$ cat config.mk
export PLATFORM = sky130hd
export DESIGN_NAME = grid_io_cfg_tile
export DESIGN_NICKNAME = d
export VERILOG_FILES = /design/src/rtl/grid_io_cfg_tile.sv
export SDC_FILE = /design/constraint.sdc
export NUM_CORES = 1
export LEC_CHECK = 0
export ABC_AREA = 1
export BUFFER_PORTS_ARGS = -buffer_cell sky130_fd_sc_hd__clkbuf_2
export CORE_MARGIN = 2
export CORE_UTILIZATION = 45
export DETAILED_ROUTE_END_ITERATION = 12
export GPL_ROUTABILITY_DRIVEN = 0
export HOLD_SLACK_MARGIN = 0.05
export PLACE_DENSITY = 0.71
export REMOVE_ABC_BUFFERS = 1
export SYNTH_ARGS = -nofsm -noshare
export SYNTH_HDL_FRONTEND = slang
export SYNTH_SLANG_ARGS = --single-unit
$ cat constraint.sdc
create_clock -name prog_clk -period 1.2 [get_ports prog_clk]
set_input_delay 0.18 -clock prog_clk [delete_from_list [all_inputs] [get_ports prog_clk]]
set_output_delay 0.18 -clock prog_clk [all_outputs]
set_load 0.1 [all_outputs]
$ cat src/rtl/grid_io_cfg_tile.sv
// -----------------------------------------------------------------------------
// grid_io_cfg_tile
//
// Configurable IO tile of NUM_SUBTILES pads. A serial configuration chain
// (3 bits per subtile) is shifted in on ccff_head. Once a full chain has been
// shifted and the enable drops, the chain is committed into a shadow register
// that drives the pad muxes. The pads never see the chain directly, so they
// keep running on the old configuration while a new one is being loaded.
//
// Ports
//   prog_clk     : clock, all state on rising edge
//   prog_reset   : synchronous active-high reset
//   ccff_en      : shift enable for the configuration chain
//   ccff_head    : serial configuration input
//   ccff_tail    : serial configuration output (registered chain end)
//   outpad       : fabric-to-pad data, one bit per subtile
//   oe_req       : fabric output-enable request (bidir mode only)
//   pad_in       : pad receive data
//   pad_out      : pad drive data
//   pad_oe       : pad drive enable, 1 = drive
//   inpad        : pad-to-fabric data
//   cfg_done     : shadow register holds a valid committed configuration
//   cfg_bit_cnt  : bits shifted since reset or restart, saturating at CHAIN_LEN
//
// Shadow layout for subtile k: shadow[3k+1:3k] = mode, shadow[3k+2] = rin.
//   mode 00 off, 01 input, 10 output, 11 bidir. rin=1 registers pad_in.
// -----------------------------------------------------------------------------
module grid_io_cfg_tile #(
  parameter int NUM_SUBTILES = 8,
  localparam int CFG_BITS  = 3,
  localparam int CHAIN_LEN = CFG_BITS * NUM_SUBTILES,
  localparam int CW        = $clog2(CHAIN_LEN + 1)
) (
  input  logic                    prog_clk,
  input  logic                    prog_reset,
  input  logic                    ccff_en,
  input  logic                    ccff_head,
  output logic                    ccff_tail,
  input  logic [NUM_SUBTILES-1:0] outpad,
  input  logic [NUM_SUBTILES-1:0] oe_req,
  input  logic [NUM_SUBTILES-1:0] pad_in,
  output logic [NUM_SUBTILES-1:0] pad_out,
  output logic [NUM_SUBTILES-1:0] pad_oe,
  output logic [NUM_SUBTILES-1:0] inpad,
  output logic                    cfg_done,
  output logic [CW-1:0]           cfg_bit_cnt
);

  localparam logic [CW-1:0] FULL_CNT = CW'(CHAIN_LEN);

  logic [CHAIN_LEN-1:0]    chain;
  logic [CHAIN_LEN-1:0]    shadow;
  logic [NUM_SUBTILES-1:0] in_reg;
  logic                    commit;

  // Commit happens once per full load, on the first idle edge after it.
  assign commit = !ccff_en && (cfg_bit_cnt == FULL_CNT) && !cfg_done;

  always_ff @(posedge prog_clk) begin
    if (prog_reset) begin
      chain       <= '0;
      shadow      <= '0;
      ccff_tail   <= 1'b0;
      cfg_bit_cnt <= '0;
      cfg_done    <= 1'b0;
      in_reg      <= '0;
    end else begin
      in_reg <= pad_in;
      if (ccff_en) begin
        chain     <= {chain[CHAIN_LEN-2:0], ccff_head};
        ccff_tail <= chain[CHAIN_LEN-1];
        if (cfg_done) begin
          // Restart: this shift is bit 1 of the new load; shadow is untouched.
          cfg_done    <= 1'b0;
          cfg_bit_cnt <= CW'(1);
        end else if (cfg_bit_cnt != FULL_CNT) begin
          cfg_bit_cnt <= cfg_bit_cnt + CW'(1);
        end
      end else if (commit) begin
        shadow   <= chain;
        cfg_done <= 1'b1;
      end
    end
  end

  // Pad muxes, driven only from the shadow register.
  always_comb begin
    pad_out = '0;
    pad_oe  = '0;
    inpad   = '0;
    for (int k = 0; k < NUM_SUBTILES; k++) begin
      logic [1:0] mode;
      logic       pin;
      mode = shadow[CFG_BITS*k +: 2];
      pin  = shadow[CFG_BITS*k + 2] ? in_reg[k] : pad_in[k];
      case (mode)
        2'b01: begin
          inpad[k] = pin;
        end
        2'b10: begin
          pad_oe[k]  = 1'b1;
          pad_out[k] = outpad[k];
        end
        2'b11: begin
          pad_oe[k]  = oe_req[k];
          pad_out[k] = outpad[k];
          inpad[k]   = pin;
        end
        default: begin
        end
      endcase
    end
  end

endmodule

==> results of run 1 <==
-- routing by layer --
metal | GRT usage | vias up
met4 | 0.1339 | 0
met2 | 0.3744 | 111
li1 | - | 1226
met1 | 0.2512 | 1161
met5 | 0 | -
met3 | 0.05222 | 27
-- metrics by stage --
step,TNS (ns),instance area [um^2],instances,worst slack (ns),power (uW)
2_1_floorplan,-33.48,2526,306,-1.501,2636
3_3_place_gp,-2.614,3493,453,-0.1238,2872
3_5_place_dp,-3.780,3493,453,-0.1791,2888
4_1_cts,-2.286,4085,490,-0.1737,4576
5_1_grt,-7.417,4240,497,-0.2438,4797
6_report,-5.055,4240,497,-0.1915,4647
-- cells in the final DEF, fill, tap and decap left out, drive strengths merged --
cell,instances
a21boi,2
a21oi,13
buf,67
clkbuf,39
clkinv,6
dfxtp,63
dlygate4sd3,5
ha,2
inv,35
nand2,22
nand3,8
nand4,1
nor2,76
o211a,23
o21a,6
o21ai,30
o21bai,1
or2,23
-- cells in the mapped netlist, drive strengths merged --
library cell,number,area share
nor2,75,0.11
dfxtp,63,0.47
inv,35,0.049
o21ai,30,0.058
o211a,23,0.086
or2,23,0.054
nand2,22,0.032
a21oi,13,0.024
buf,11,0.044
nand3,8,0.020
o21a,6,0.017
clkbuf,5,0.0075
a21boi,2,0.0056
clkinv,2,0.0047
ha,2,0.0094
nand4,1,0.0024
o21bai,1,0.0028
-- repair_timing --
item / 4_1_cts / 5_1_grt
hold buffers: 5 / 0
resized for setup: 81 / 37
setup endpoints to repair: 52 / 57
buffers inserted: 13 / 7
pin swaps: 23 / 12
hold endpoints to repair: 5 / 0
gates cloned: 3 / 0
-- cell families (layout without fill, tap and decap cells) --
logic type / after synthesis / after routing
AOI/OAI and AO/OA: 75 / 75
adders and majority gates: 2 / 2
and+or+nand+nor: 129 / 130
DFF: 63 / 63
buffers and inverters: 53 / 152
-- worst min-delay path, cell delays in order --
cell and delay [ns]:
clkbuf_2 0.08, inv_1 0.06, nor2_1 0.04
-- power groups by stage --
| stage | clock (uW) | combinational, uW | sequential (uW) |
|---|---|---|---|
| final | 1650 | 773 | 2220 |
| after global routing | 1740 | 827 | 2230 |
| after CTS | 1630 | 719 | 2220 |
| after detailed placement | 0 | 621 | 2270 |
| after global placement | 0 | 609 | 2260 |
| after floorplan | 0 | 275 | 2360 |
-- how the worst max path moves through the flow --
stage	from	endpoint	slack (ns)
floorplan	shadow[4]	pad_oe[1]	-1.50
global route	cfg_bit_cnt[1]	shadow[21]	-0.24
CTS	shadow[20]	inpad[6]	-0.17
detailed placement	cfg_bit_cnt[0]	shadow[11]	-0.18
global placement	cfg_bit_cnt[0]	shadow[23]	-0.12
finish	cfg_bit_cnt[1]	shadow[21]	-0.19
-- area by class of cell --
cell class / instances / share of cell area
sequential: 63 / 0.3086
multi-input combinational: 207 / 0.3048
timing repair buffer: 99 / 0.2886
clock buffer: 12 / 0.03659
inverter: 37 / 0.03452
tap: 75 / 0.02213
clock inverter: 4 / 0.004721
==> metrics, run 1 <==
initial cell density of the core=0.4580; Tightest Pin Transition=0.3980 ns; CTS tree=yes; Avg WL per Cell=14.95 um; CP Capture Type=register; complex-gate fraction of the synthesized area=0.1940; Synth Area per Inst=8.273 um^2; Flop pwr share=0.479; Post-Synth Adder-Cell Area=0.009394; P&R area growth vs syn=59.18%; Setup Viol. Count Final=46; max_cap viols=0; Register-to-Register Setup Slack=-0.19 ns; R2R Path Start=cfg_bit_cnt[1]; RSZ-0062 raised after global routing=yes; Lkg Pwr=0.002021 uW; die width=80.94 um; row count=28; CP Class=reg2reg; cts bufs inserted=9; Clock Sinks=63; WP buf/inv=3; PwrDens=1096 nW/um^2; Period Utilization, post-route=1.160; Root Buffer=clkbuf_8; # DRC=0; Top delay family on crit path=simple AND/OR/NAND/NOR gates; HPWL Detailed=3.665 mm; first-pass iteration count of the detailed router=4; Fillers=407; critical path depth in cells=8; share of cells above drive strength 1=0.4739; DRT Wirelength=7.432 mm; initial antenna violation count=0; multi-input logic area=1292 um^2; clock transition at the registers of the reported paths=0.07 ns; Sw Share=0.2788; met2 WL post-DR=3.815 mm; Final nets=447; via/cell ratio=5.080; Post-Synth Simple-Gate Area=0.2175; Comb pwr share=0.166; CP required=1.47 ns; area of the core=5816 um^2; CP max FO=11; Total GRT Usage=0.2208; Hold WC Path Type=in2reg; largest family of logic cells by synthesized area=simple AND/OR/NAND/NOR gates; Yosys cell types=31; grt total ovfl=0; min-delay src=pad_in[2]; relative slew slack=0.7346; Int Power=3351 uW; Synth Register Bits=63; max incr delay on CP=0.33 ns; crit start category=register; number of global-route vias before repair=2,413; I/O Pins=59; Reg2Reg Depth=8; worst-path cell chain=inv_2 > ha_4 > nand3_4 > buf_12 > nor2_4 > buf_12 > nor2_1 > nor2_1; Clock Power Share=0.355; Layout Skew=0.004243 ns; Post-Synthesis Cells=322; capturing point of the worst reg2reg path=shadow[21]; crit path DAT=1.66 ns; post-synthesis xor/xnor area fraction=0; fin worst setup slack=-0.1915 ns; hold path depth=3; largest net degree at the start of global routing=56; highest metal layer with signal wires=met4; synth warn=0; violations in the final reports=setup timing; Antenna diodes=0; Worst Hold Margin=0.05183 ns; Final Core Density=0.7291; post-synthesis sequential area ratio=0.4735; vias post-DR=2,525; post-synthesis mux area share=0; Period minus WS final=1.392 ns; met3 WL=493 um; Routed met1 length=2.831 mm; Max Freq=0.7186 GHz; hold worst-path end=in_reg[2]; Slew Viols, Final=0; first-pass GRT wire length=10.86 mm; sw power=1296 uW; Worst VDD drop=0.6716 mV; Die Span Y=80.94 um; H-tree depth=3; Die ar.=6551 um^2; Hold Vio Cnt, Final=0; slowest CP cell=dfxtp_2; post-route ant nets=0; status=complete, but fails checks; initial DRC count=130; Post-Synthesis Cell Area=2664 um^2; worst skew pair latency=0.35 ns; Port-buffer cells=58; Clock Path Buffers=2; register area=1309 um^2
Power figures use the tool's default switching activity.
==> run 2: changes to the inputs <==
--- a/config.mk
+++ b/config.mk
@@ -8,11 +8,10 @@
 export ABC_AREA = 1
 export BUFFER_PORTS_ARGS = -buffer_cell sky130_fd_sc_hd__clkbuf_2
 export CORE_MARGIN = 2
-export CORE_UTILIZATION = 45
+export CORE_UTILIZATION = 37
 export DETAILED_ROUTE_END_ITERATION = 12
 export GPL_ROUTABILITY_DRIVEN = 0
 export HOLD_SLACK_MARGIN = 0.05
-export PLACE_DENSITY = 0.71
 export REMOVE_ABC_BUFFERS = 1
 export SYNTH_ARGS = -nofsm -noshare
 export SYNTH_HDL_FRONTEND = slang
==> run 2 against run 1 <==
Effect of this change: the run still ends with setup timing left; fmax up 3.5%; total power up 8.1%; sequential cell count stayed put; via count down 5.3%; critical endpoint is now inpad[6]; largest cell class unchanged; highest routed layer unchanged.
==> metrics, run 2 (same netlist as run 1, synthesis figures left out) <==
status=complete, but fails checks; violations in the final reports=setup timing; Hold WC Path Type=in2reg; Final nets=436; Lkg Pwr=0.001966 uW; Register-to-Register Setup Slack=-0.12 ns; worst skew pair latency=0.34 ns; Period minus WS final=1.345 ns; DP Area=3512 um^2; grt total ovfl=0; # DRC=0; first-pass iteration count of the detailed router=4; met3 WL=289 um; Max Freq=0.7437 GHz; CP Class=reg2out; post-route ant nets=0; I/O Pins=59; PwrDens=1199 nW/um^2; crit path DAT=1.16 ns; CP max FO=3; die width=88.85 um; hold path depth=3; Worst Hold Margin=0.05398 ns; Worst path most repeated cell=nor2_1; capturing point of the worst reg2reg path=shadow[11]; share of cells above drive strength 1=0.4599; Routed met1 length=2.832 mm; min-delay src=pad_in[0]; Layout Skew=0.01052 ns; via/cell ratio=4.714; initial cell density of the core=0.3878; Total GRT Usage=0.1635; crit start category=register; RSZ-0062 raised after global routing=yes; Die ar.=7894 um^2; Antenna diodes=0; Fillers=593; Hold Vio Cnt, Final=0; HPWL Detailed=3.630 mm; Reg2Reg Depth=8; P&R area growth vs syn=57.21%; worst-path cell chain=nor2_1 > a21oi_1 > nor2_1 > buf_12; Worst VDD drop=0.9157 mV; relative slew slack=0.7404; CTS tree=yes; Slew Viols, Final=0; most frequent cells in the layout=nor2_1 (63), dfxtp_1 (35), buf_12 (33), clkbuf_2 (27), dfxtp_2 (25); DRT Wirelength=6.196 mm; first-pass GRT wire length=9.804 mm; number of global-route vias before repair=2,171; row count=30; clock transition at the registers of the reported paths=0.07 ns; largest net degree at the start of global routing=56; Final Power=5022 uW; fin worst setup slack=-0.1446 ns; max incr delay on CP=0.33 ns; design area=4188 um^2; initial DRC count=91; slowest CP cell=dfxtp_2; vias post-DR=2,390; met2 WL post-DR=3.031 mm; CP Capture Type=output port; Avg WL per Cell=12.22 um; Clock Sinks=63; Tightest Pin Transition=0.3894 ns; cts bufs inserted=9; Root Buffer=clkbuf_8; highest metal layer with signal wires=met4; most common cell after layout, fill and taps aside=nor2_1; initial antenna violation count=0; Setup Viol. Count Final=38; Final Core Density=0.6097; H-tree depth=3; Port-buffer cells=58; Period Utilization, post-route=1.121; hold worst-path end=in_reg[0]; R2R Path Start=cfg_bit_cnt[0]; area of the core=6869 um^2; Die Span Y=88.85 um; CP required=1.02 ns; Clock Path Buffers=2; max_cap viols=0
-- run 2: report_power, final --
part	internal [uW]	leakage, uW	switching (uW)
logic	298	0.00132	411
registers	2180	0.000531	46.4
clock network	1280	0.000112	811
-- run 2: through the flow --
step / std cells / setup WS, ns / TNS (ns)
finish: 507 / -0.1446 / -2.578
detailed placement: 473 / -0.1881 / -4.302
global route: 507 / -0.2119 / -5.081
floorplan: 306 / -1.501 / -33.48
global placement: 473 / -0.1383 / -3.086
CTS: 501 / -0.1795 / -2.152
-- run 2: worst max-delay path by stage --
stage / startpoint / endpoint
3_5_place_dp: cfg_bit_cnt[0] / shadow[17]
2_1_floorplan: shadow[4] / pad_oe[1]
5_1_grt: shadow[14] / inpad[4]
6_report: shadow[20] / inpad[6]
4_1_cts: shadow[20] / inpad[6]
3_3_place_gp: cfg_bit_cnt[0] / shadow[1]
-- run 2: final cells by class --
class / instances / area, um^2 / share of cell area
Multi-Input combinational cell: 207 / 1280 / 0.3056
Inverter: 37 / 147.6 / 0.03526
Tap cell: 96 / 120.1 / 0.02868
Sequential cell: 63 / 1304 / 0.3113
Timing Repair Buffer: 88 / 1105 / 0.2638
Clock buffer: 11 / 151.4 / 0.03615
Clock inverter: 5 / 80.08 / 0.01912
-- run 2: what timing repair did --
action                                  CTS  global route
resized for setup                        74            42
endpoints found under the setup margin   51            57
pin swaps                                25            18
cloned                                    3             1
buffers inserted                          8             6
hold buffers                              1             1
endpoints found under the hold margin     1             1
-- run 2: worst max-delay path: cells and delay by family (launching register included) --
family	cells	cell delay (ns)
AOI/OAI and AO/OA	1	0.04
buffers and inverters	1	0.20
DFF	1	0.33
and+or+nand+nor	2	0.25
-- run 2: layer usage --
layer / up-vias / global-route usage
li1: 1208 / -
met1: 1128 / 0.2071
met2: 49 / 0.2666
met3: 5 / 0.05690
met4: 0 / 0.04132
met5: - / 0
